File: src/rtl/uart_pkg.sv
`default_nettype none
// +------------------------------------------------------------------+
// | uart_pkg : constants and state type shared by the UART blocks     |
// | Rev 1.0                                                          |
// +------------------------------------------------------------------+
package uart_pkg;

  localparam int UART_DATA_BITS = 8;
  localparam int UART_CLK_FREQ  = 100_000_000;
  localparam int UART_BAUD_RATE = 9_600;

  typedef enum logic [1:0] {
    IDLE  = 2'd0,
    START = 2'd1,
    DATA  = 2'd2,
    STOP  = 2'd3
  } tx_state_t;

endpackage
`default_nettype wire

File: src/rtl/uart_transmitter_if.sv
`default_nettype none
// +------------------------------------------------------------------+
// | uart_transmitter_if : byte strobe interface and TX line/status    |
// | Rev 1.0                                                          |
// +------------------------------------------------------------------+
interface uart_transmitter_if;

  logic       send;
  logic [7:0] TxData;
  logic       TxD;
  logic       ready;
  logic       busy;
  logic       done;
  logic       ovf;

  modport master (
    output send,
    output TxData,
    input  TxD,
    input  ready,
    input  busy,
    input  done,
    input  ovf
  );

  modport slave (
    input  send,
    input  TxData,
    output TxD,
    output ready,
    output busy,
    output done,
    output ovf
  );

endinterface
`default_nettype wire

File: src/rtl/uart_tx_fifo.sv
`default_nettype none
// +------------------------------------------------------------------+
// | uart_tx_fifo : synchronous byte FIFO, async active-low reset      |
// | Rev 1.0                                                          |
// +------------------------------------------------------------------+
module uart_tx_fifo #(
  parameter int DEPTH = 4,
  parameter int WIDTH = 8
) (
  input  wire logic                       clk,
  input  wire logic                       rst,
  input  wire logic                       i_push,
  input  wire logic [WIDTH-1:0]           i_data,
  input  wire logic                       i_pop,
  output      logic [WIDTH-1:0]           o_data,
  output      logic                       o_full,
  output      logic                       o_empty,
  output      logic [$clog2(DEPTH):0]     o_count
);

  localparam int PTR_W = $clog2(DEPTH);
  localparam int CNT_W = PTR_W + 1;

  logic [WIDTH-1:0] r_mem [DEPTH];
  logic [PTR_W-1:0] r_wr_ptr;
  logic [PTR_W-1:0] r_rd_ptr;
  logic [CNT_W-1:0] r_count;
  logic             r_full;

  logic             w_push;
  logic             w_pop;
  logic [CNT_W-1:0] w_count_next;

  assign w_push = i_push && !r_full;
  assign w_pop  = i_pop && (r_count != '0);

  always_comb begin
    w_count_next = r_count;
    if (w_push && !w_pop) begin
      w_count_next = r_count + CNT_W'(1);
    end else if (w_pop && !w_push) begin
      w_count_next = r_count - CNT_W'(1);
    end
  end

  // Full flag is registered from the post-update count so it is a clean flop output.
  always_ff @(posedge clk or negedge rst) begin
    if (!rst) begin
      r_wr_ptr <= '0;
      r_rd_ptr <= '0;
      r_count  <= '0;
      r_full   <= 1'b0;
    end else begin
      if (w_push) r_wr_ptr <= r_wr_ptr + PTR_W'(1);
      if (w_pop)  r_rd_ptr <= r_rd_ptr + PTR_W'(1);
      r_count <= w_count_next;
      r_full  <= (w_count_next == CNT_W'(DEPTH));
    end
  end

  always_ff @(posedge clk) begin
    if (w_push) r_mem[r_wr_ptr] <= i_data;
  end

  assign o_data  = r_mem[r_rd_ptr];
  assign o_full  = r_full;
  assign o_empty = (r_count == '0);
  assign o_count = r_count;

endmodule
`default_nettype wire

File: src/rtl/uart_transmitter.sv
`default_nettype none
// +------------------------------------------------------------------+
// | uart_transmitter : FIFO-buffered 8N1 serial transmitter           |
// | Rev 1.0                                                          |
// +------------------------------------------------------------------+
module uart_transmitter
  import uart_pkg::*;
#(
  parameter int CLK_FREQ   = UART_CLK_FREQ,
  parameter int BAUD_RATE  = UART_BAUD_RATE,
  parameter int DIV_BIT    = CLK_FREQ / BAUD_RATE,
  parameter int FIFO_DEPTH = 4
) (
  input  wire logic          clk,
  input  wire logic          rst,
  uart_transmitter_if.slave  bus
);

  localparam int TMR_W = $clog2(DIV_BIT);
  localparam int BCN_W = $clog2(UART_DATA_BITS);
  localparam logic [TMR_W-1:0] C_TMR_LAST = TMR_W'(DIV_BIT - 1);
  localparam logic [BCN_W-1:0] C_BIT_LAST = BCN_W'(UART_DATA_BITS - 1);

  tx_state_t                  r_state;
  tx_state_t                  w_state_next;
  logic [TMR_W-1:0]           r_tmr;
  logic [TMR_W-1:0]           w_tmr_next;
  logic [BCN_W-1:0]           r_bitcnt;
  logic [BCN_W-1:0]           w_bitcnt_next;
  logic [UART_DATA_BITS-1:0]  r_sh;
  logic [UART_DATA_BITS-1:0]  w_sh_next;
  logic                       r_txd;
  logic                       w_txd_next;

  logic                       w_bit_end;
  logic                       w_pop;
  logic                       w_full;
  logic                       w_empty;
  logic [UART_DATA_BITS-1:0]  w_fifo_data;
  logic [$clog2(FIFO_DEPTH):0] w_count;

  uart_tx_fifo #(
    .DEPTH (FIFO_DEPTH),
    .WIDTH (UART_DATA_BITS)
  ) u_fifo (
    .clk     (clk),
    .rst     (rst),
    .i_push  (bus.send),
    .i_data  (bus.TxData),
    .i_pop   (w_pop),
    .o_data  (w_fifo_data),
    .o_full  (w_full),
    .o_empty (w_empty),
    .o_count (w_count)
  );

  assign w_bit_end = (r_tmr == C_TMR_LAST);

  always_comb begin
    w_state_next  = r_state;
    w_tmr_next    = w_bit_end ? '0 : r_tmr + TMR_W'(1);
    w_bitcnt_next = r_bitcnt;
    w_sh_next     = r_sh;
    w_pop         = 1'b0;
    case (r_state)
      IDLE: begin
        w_tmr_next = '0;
        if (!w_empty) begin
          w_pop         = 1'b1;
          w_sh_next     = w_fifo_data;
          w_bitcnt_next = '0;
          w_state_next  = START;
        end
      end
      START: begin
        if (w_bit_end) w_state_next = DATA;
      end
      DATA: begin
        if (w_bit_end) begin
          w_sh_next     = r_sh >> 1;
          w_bitcnt_next = r_bitcnt + BCN_W'(1);
          if (r_bitcnt == C_BIT_LAST) w_state_next = STOP;
        end
      end
      STOP: begin
        if (w_bit_end) w_state_next = IDLE;
      end
      default: w_state_next = IDLE;
    endcase

    // Line level follows the state being entered so TxD stays aligned with the FSM.
    case (w_state_next)
      START:   w_txd_next = 1'b0;
      DATA:    w_txd_next = w_sh_next[0];
      default: w_txd_next = 1'b1;
    endcase
  end

  always_ff @(posedge clk or negedge rst) begin
    if (!rst) begin
      r_state  <= IDLE;
      r_tmr    <= '0;
      r_bitcnt <= '0;
      r_sh     <= '0;
      r_txd    <= 1'b1;
    end else begin
      r_state  <= w_state_next;
      r_tmr    <= w_tmr_next;
      r_bitcnt <= w_bitcnt_next;
      r_sh     <= w_sh_next;
      r_txd    <= w_txd_next;
    end
  end

  assign bus.TxD   = r_txd;
  assign bus.ready = !w_full;
  assign bus.ovf   = bus.send && w_full;
  assign bus.busy  = (w_count != '0) || (r_state != IDLE);
  assign bus.done  = (r_state == STOP) && w_bit_end;

endmodule
`default_nettype wire

File: src/flat_wrapper.sv
// flat-port wrapper written by rule: the top's interface ports become plain ports
module uart_transmitter_flat import uart_pkg::*;
#(
  parameter int CLK_FREQ   = UART_CLK_FREQ,
  parameter int BAUD_RATE  = UART_BAUD_RATE,
  parameter int DIV_BIT    = CLK_FREQ / BAUD_RATE,
  parameter int FIFO_DEPTH = 4
)
  (clk, rst, bus_send, bus_TxData, bus_TxD, bus_ready, bus_busy, bus_done, bus_ovf);
  uart_transmitter_if bus_i ();
  input  wire logic clk;
  input  wire logic rst;
  input wire logic [$bits(bus_i.send)-1:0] bus_send;
  input wire logic [$bits(bus_i.TxData)-1:0] bus_TxData;
  output wire logic [$bits(bus_i.TxD)-1:0] bus_TxD;
  output wire logic [$bits(bus_i.ready)-1:0] bus_ready;
  output wire logic [$bits(bus_i.busy)-1:0] bus_busy;
  output wire logic [$bits(bus_i.done)-1:0] bus_done;
  output wire logic [$bits(bus_i.ovf)-1:0] bus_ovf;
  assign bus_i.send = bus_send;
  assign bus_i.TxData = bus_TxData;
  assign bus_TxD = bus_i.TxD;
  assign bus_ready = bus_i.ready;
  assign bus_busy = bus_i.busy;
  assign bus_done = bus_i.done;
  assign bus_ovf = bus_i.ovf;
  uart_transmitter #(.CLK_FREQ(CLK_FREQ), .BAUD_RATE(BAUD_RATE), .DIV_BIT(DIV_BIT), .FIFO_DEPTH(FIFO_DEPTH)) u_core (.clk(clk), .rst(rst), .bus(bus_i));
endmodule
File: config.mk
export PLATFORM = sky130hd
export DESIGN_NAME = uart_transmitter_flat
export DESIGN_NICKNAME = d
export VERILOG_FILES = /design/src/rtl/uart_pkg.sv /design/src/rtl/uart_transmitter_if.sv /design/src/rtl/uart_tx_fifo.sv /design/src/rtl/uart_transmitter.sv /design/src/flat_wrapper.sv
export SDC_FILE = /design/constraint.sdc
export NUM_CORES = 1
export LEC_CHECK = 0
export ABC_AREA = 1
export CAP_MARGIN = 10
export CORE_UTILIZATION = 64
export DETAILED_ROUTE_END_ITERATION = 16
export PLACE_DENSITY = 0.95
export SLEW_MARGIN = 20
export SYNTH_ARGS = -nofsm -noshare
export SYNTH_HDL_FRONTEND = slang
export SYNTH_HIERARCHICAL = 1
export SYNTH_SLANG_ARGS = --single-unit
File: constraint.sdc
create_clock -name clk -period 4.7 [get_ports clk]
set_clock_uncertainty 0.05 [all_clocks]
set_input_delay 0.94 -clock clk [delete_from_list [all_inputs] [get_ports clk]]
set_output_delay 0.94 -clock clk [all_outputs]
set_load 0.01 [all_outputs]
==> results.json <==
{
  "rsz0062_at_grt": "no",
  "netSwitchingFraction_pct": 29.6,
  "hold_class": "flop to flop",
  "cts_made_buffers": 9,
  "postCtsSetupBuffers": 0,
  "first_pass_iters": 5,
  "ys_seq_area_share_pct": 56.3,
  "cts.clk_slew.worst_paths_ns": 0.08,
  "max_freq_ghz": 0.315,
  "cp_cell_sequence": "ha_1, nand2_1, nor2_1, nand3_1, nor2_4, nand3_1, inv_1, clkdlybuf4s50_1",
  "hold_viol": 0,
  "worstSetupPathType": "flop to primary output",
  "synthFlopType": "dfrtp_1",
  "power_mw": 1.59,
  "final_antenna_net_count": 0,
  "worstMarginPinSlew_ns": 0.923,
  "holdBufCountCts": 0,
  "min_period_over_period_pct": 67.6,
  "p_leak_nw": 1.64,
  "antenna_found_initial": 0,
  "n_antenna_cell": 0,
  "seq_power_share_pct": 48.3,
  "synthCells": 334,
  "clock-sinks": 68,
  "slew_violations": 0,
  "max_stage_delay_ns": 0.52,
  "fin_ws_ns": 1.52,
  "finalSetupTns_ns": 0,
  "wl_per_cell_um": 16.3,
  "synthTopCellsByCount": "nand2_1 (61), nor2_1 (43), inv_1 (38)",
  "clk_latency_ns": 0.35,
  "yosysMostFrequentCell": "nand2_1",
  "cp_slowest_cell": "clkdlybuf4s50_1",
  "comb_power_share_pct": 18.4,
  "hpwl_mm": 4.28,
  "cp-end-kind": "primary output",
  "area_growth_pct": 13.0,
  "ys_ff_latch": 68,
  "drt-total-wl_mm": 6.98,
  "vias": 2473,
  "utilization_pct": 77.1,
  "synth_top_area_cell": "edfxtp_1",
  "yosys.area.top_type_share_pct": 29.1,
  "finalNetCount": 378,
  "grt_max_degree": 37,
  "critPathMaxFanout": 5,
  "die_h_um": 73.9,
  "synth_edf_count": 32,
  "cpMostUsedCell": "nand3_1",
  "syn_area_per_cell_um2": 9.90,
  "dr.first_iter.drc_count": 193,
  "gr-total-overflow": 0,
  "port_buffers": 15,
  "peakVddDrop_mv": 0.421,
  "internal_power_mw": 1.12,
  "setup_viol": 0,
  "die_w_um": 73.9,
  "core_area_um2": 4850,
  "arrival_ns": 2.19,
  "maxCapViolCount": 0,
  "min_period_ns": 3.18,
  "row_count": 25,
  "p_sw_uw": 470,
  "startpoint_type": "flop",
  "yosys_warnings": 6,
  "grt_pass1_vias": 2463,
  "synthTopCellsByArea": "edfxtp_1 (29%), dfrtp_1 (26%), nand2_1 (6.9%)",
  "synth_fp_nets": 355,
  "netlist_area_um2": 3310,
  "tritoncts": "yes",
  "cts_resized": 0,
  "die-area_um2": 5460,
  "drive_gt1_share_pct": 16.3,
  "relSlewSlack_pct": 38.2,
  "crit_required_ns": 3.71,
  "p_per_area_nw_per_um2": 425,
  "grt_use_total_pct": 29.1,
  "drc": 0,
  "clk_path_buf_depth": 2,
  "p_clk_share_pct": 33.4,
  "grt_first_pass_wirelength_mm": 11.3,
  "outcome": "completed",
  "cts.htree.levels": 3,
  "cts-root-buf": "clkbuf_8",
  "gp_congestion": 0.836,
  "yosysUniqueCellTypes": 35,
  "pin_count": 16,
  "start_util_pct": 68.2,
  "avgViaCountPerCell": 5.76,
  "dp_slack_ns": 1.54,
  "synthArstFlopShare_pct": 52.9
}
==> metrics by stage <==
step / hold WS, ns / cells / area [um^2]
floorplan: 0.396 / 334 / 3310
global placement: 0.413 / 413 / 3520
detailed placement: 0.421 / 413 / 3520
CTS: 0.437 / 429 / 3740
global route: 0.447 / 429 / 3740
finish: 0.435 / 429 / 3740
==> power by group through the flow <==
stage,Sequential (mW),Clock (mW),Combinational [mW]
after detailed placement,0.775,0,0.276
after CTS,0.765,0.536,0.286
final,0.766,0.530,0.292
after global routing,0.774,0.555,0.315
after floorplan,0.760,0,0.193
after global placement,0.766,0,0.252
==> path summary, 6_finish.rpt <==
| kind | startpoint | endpoint | slack (ns) | depth (start not counted) |
|---|---|---|---|---|
| min | u_core/r_tmr[0] | u_core/r_tmr[0] | 0.43 | 1 |
| max in group asynchronous | rst | u_core/bus.TxD | 3.30 | 2 |
| min in group asynchronous | rst | u_core/r_bitcnt[0] | 0.96 | 2 |
| max reg2reg | u_core/u_fifo/o_count[0] | u_core/u_fifo/o_full | 2.02 | 11 |
| min reg2reg | u_core/r_tmr[0] | u_core/r_tmr[0] | 0.43 | 1 |
| max | u_core/r_tmr[0] | bus_done | 1.52 | 8 |
==> routing by layer <==
metal	GRT usage [%]	vias to the layer above	share of wire, %
met5	0	-	0
met4	13.5	0	2.1
met3	7.41	15	7.6
met2	49.9	131	52
met1	34.3	1194	39
li1	-	1133	-
==> kinds of logic after synthesis <==
| kind of cell | synth area share, % |
|---|---|
| buf+inv | 6.09 |
| fa+ha+maj | 3.78 |
| compound gates | 6.81 |
| simple gates | 24.6 |
| flops | 56.3 |
| xor+xnor | 2.35 |
==> cell usage in the layout (no fill, tap or decap) <==
cell type and instances:
nand3_4 1, o21ai_2 1, inv_1 38, clkbuf_8 9, clkinv_2 1, clkdlybuf4s50_1 15, o21ai_0 20, nor4_1 1
nand2_2 8, nand3b_1 2, bufinv_16 2, xor2_2 1, nor3b_2 1, nand2_1 61, nor2_2 5, clkbuf_1 1
dfrtp_1 35, nor2_1 43, nor2_8 1, clkinvlp_4 2, o211ai_1 3, nand2_4 5, dfstp_2 1, nor3_2 1
o22ai_1 8, nand4_1 2, nor2_4 6, edfxtp_1 32, a21oi_1 4, o21ai_1 3, ha_1 10, clkinv_4 1
xor2_1 7, inv_2 8, nor3_1 2, nand3_2 3, a21oi_2 1, buf_4 1, nor3b_1 2, nand3_1 14
==> state kept, by name, summed over array words and instances, names as in the netlist <==
| signal | count |
|---|---|
| u_core/u_fifo/r_mem | 32 |
| u_core/r_tmr | 14 |
| u_core/r_sh | 8 |
| u_core/r_bitcnt | 3 |
| u_core/u_fifo/o_count | 3 |
| u_core/r_state | 2 |
| u_core/u_fifo/r_rd_ptr | 2 |
| u_core/u_fifo/r_wr_ptr | 2 |
| u_core/bus.TxD | 1 |
| u_core/u_fifo/o_full | 1 |
==> final cells by class <==
| type | instances | area, um^2 |
|---|---|---|
| inverter | 46 | 173 |
| clock inverter | 6 | 88.8 |
| clock buffer | 10 | 128 |
| timing repair buffer | 16 | 158 |
| sequential | 68 | 1860 |
| multi-input combinational | 216 | 1240 |
| tap | 67 | 83.8 |
| fill | 287 | 1110 |
==> worst max-delay path: cells and delay by family, from the launching register on <==
kind                     cells  cell delay (ns)
flip-flops                   1             0.39
adder cells (fa/ha/maj)      1             0.25
buffers and inverters        2             0.59
AND/OR/NAND/NOR              5             0.61
No activity file was read; power rests on OpenSTA's default activity.
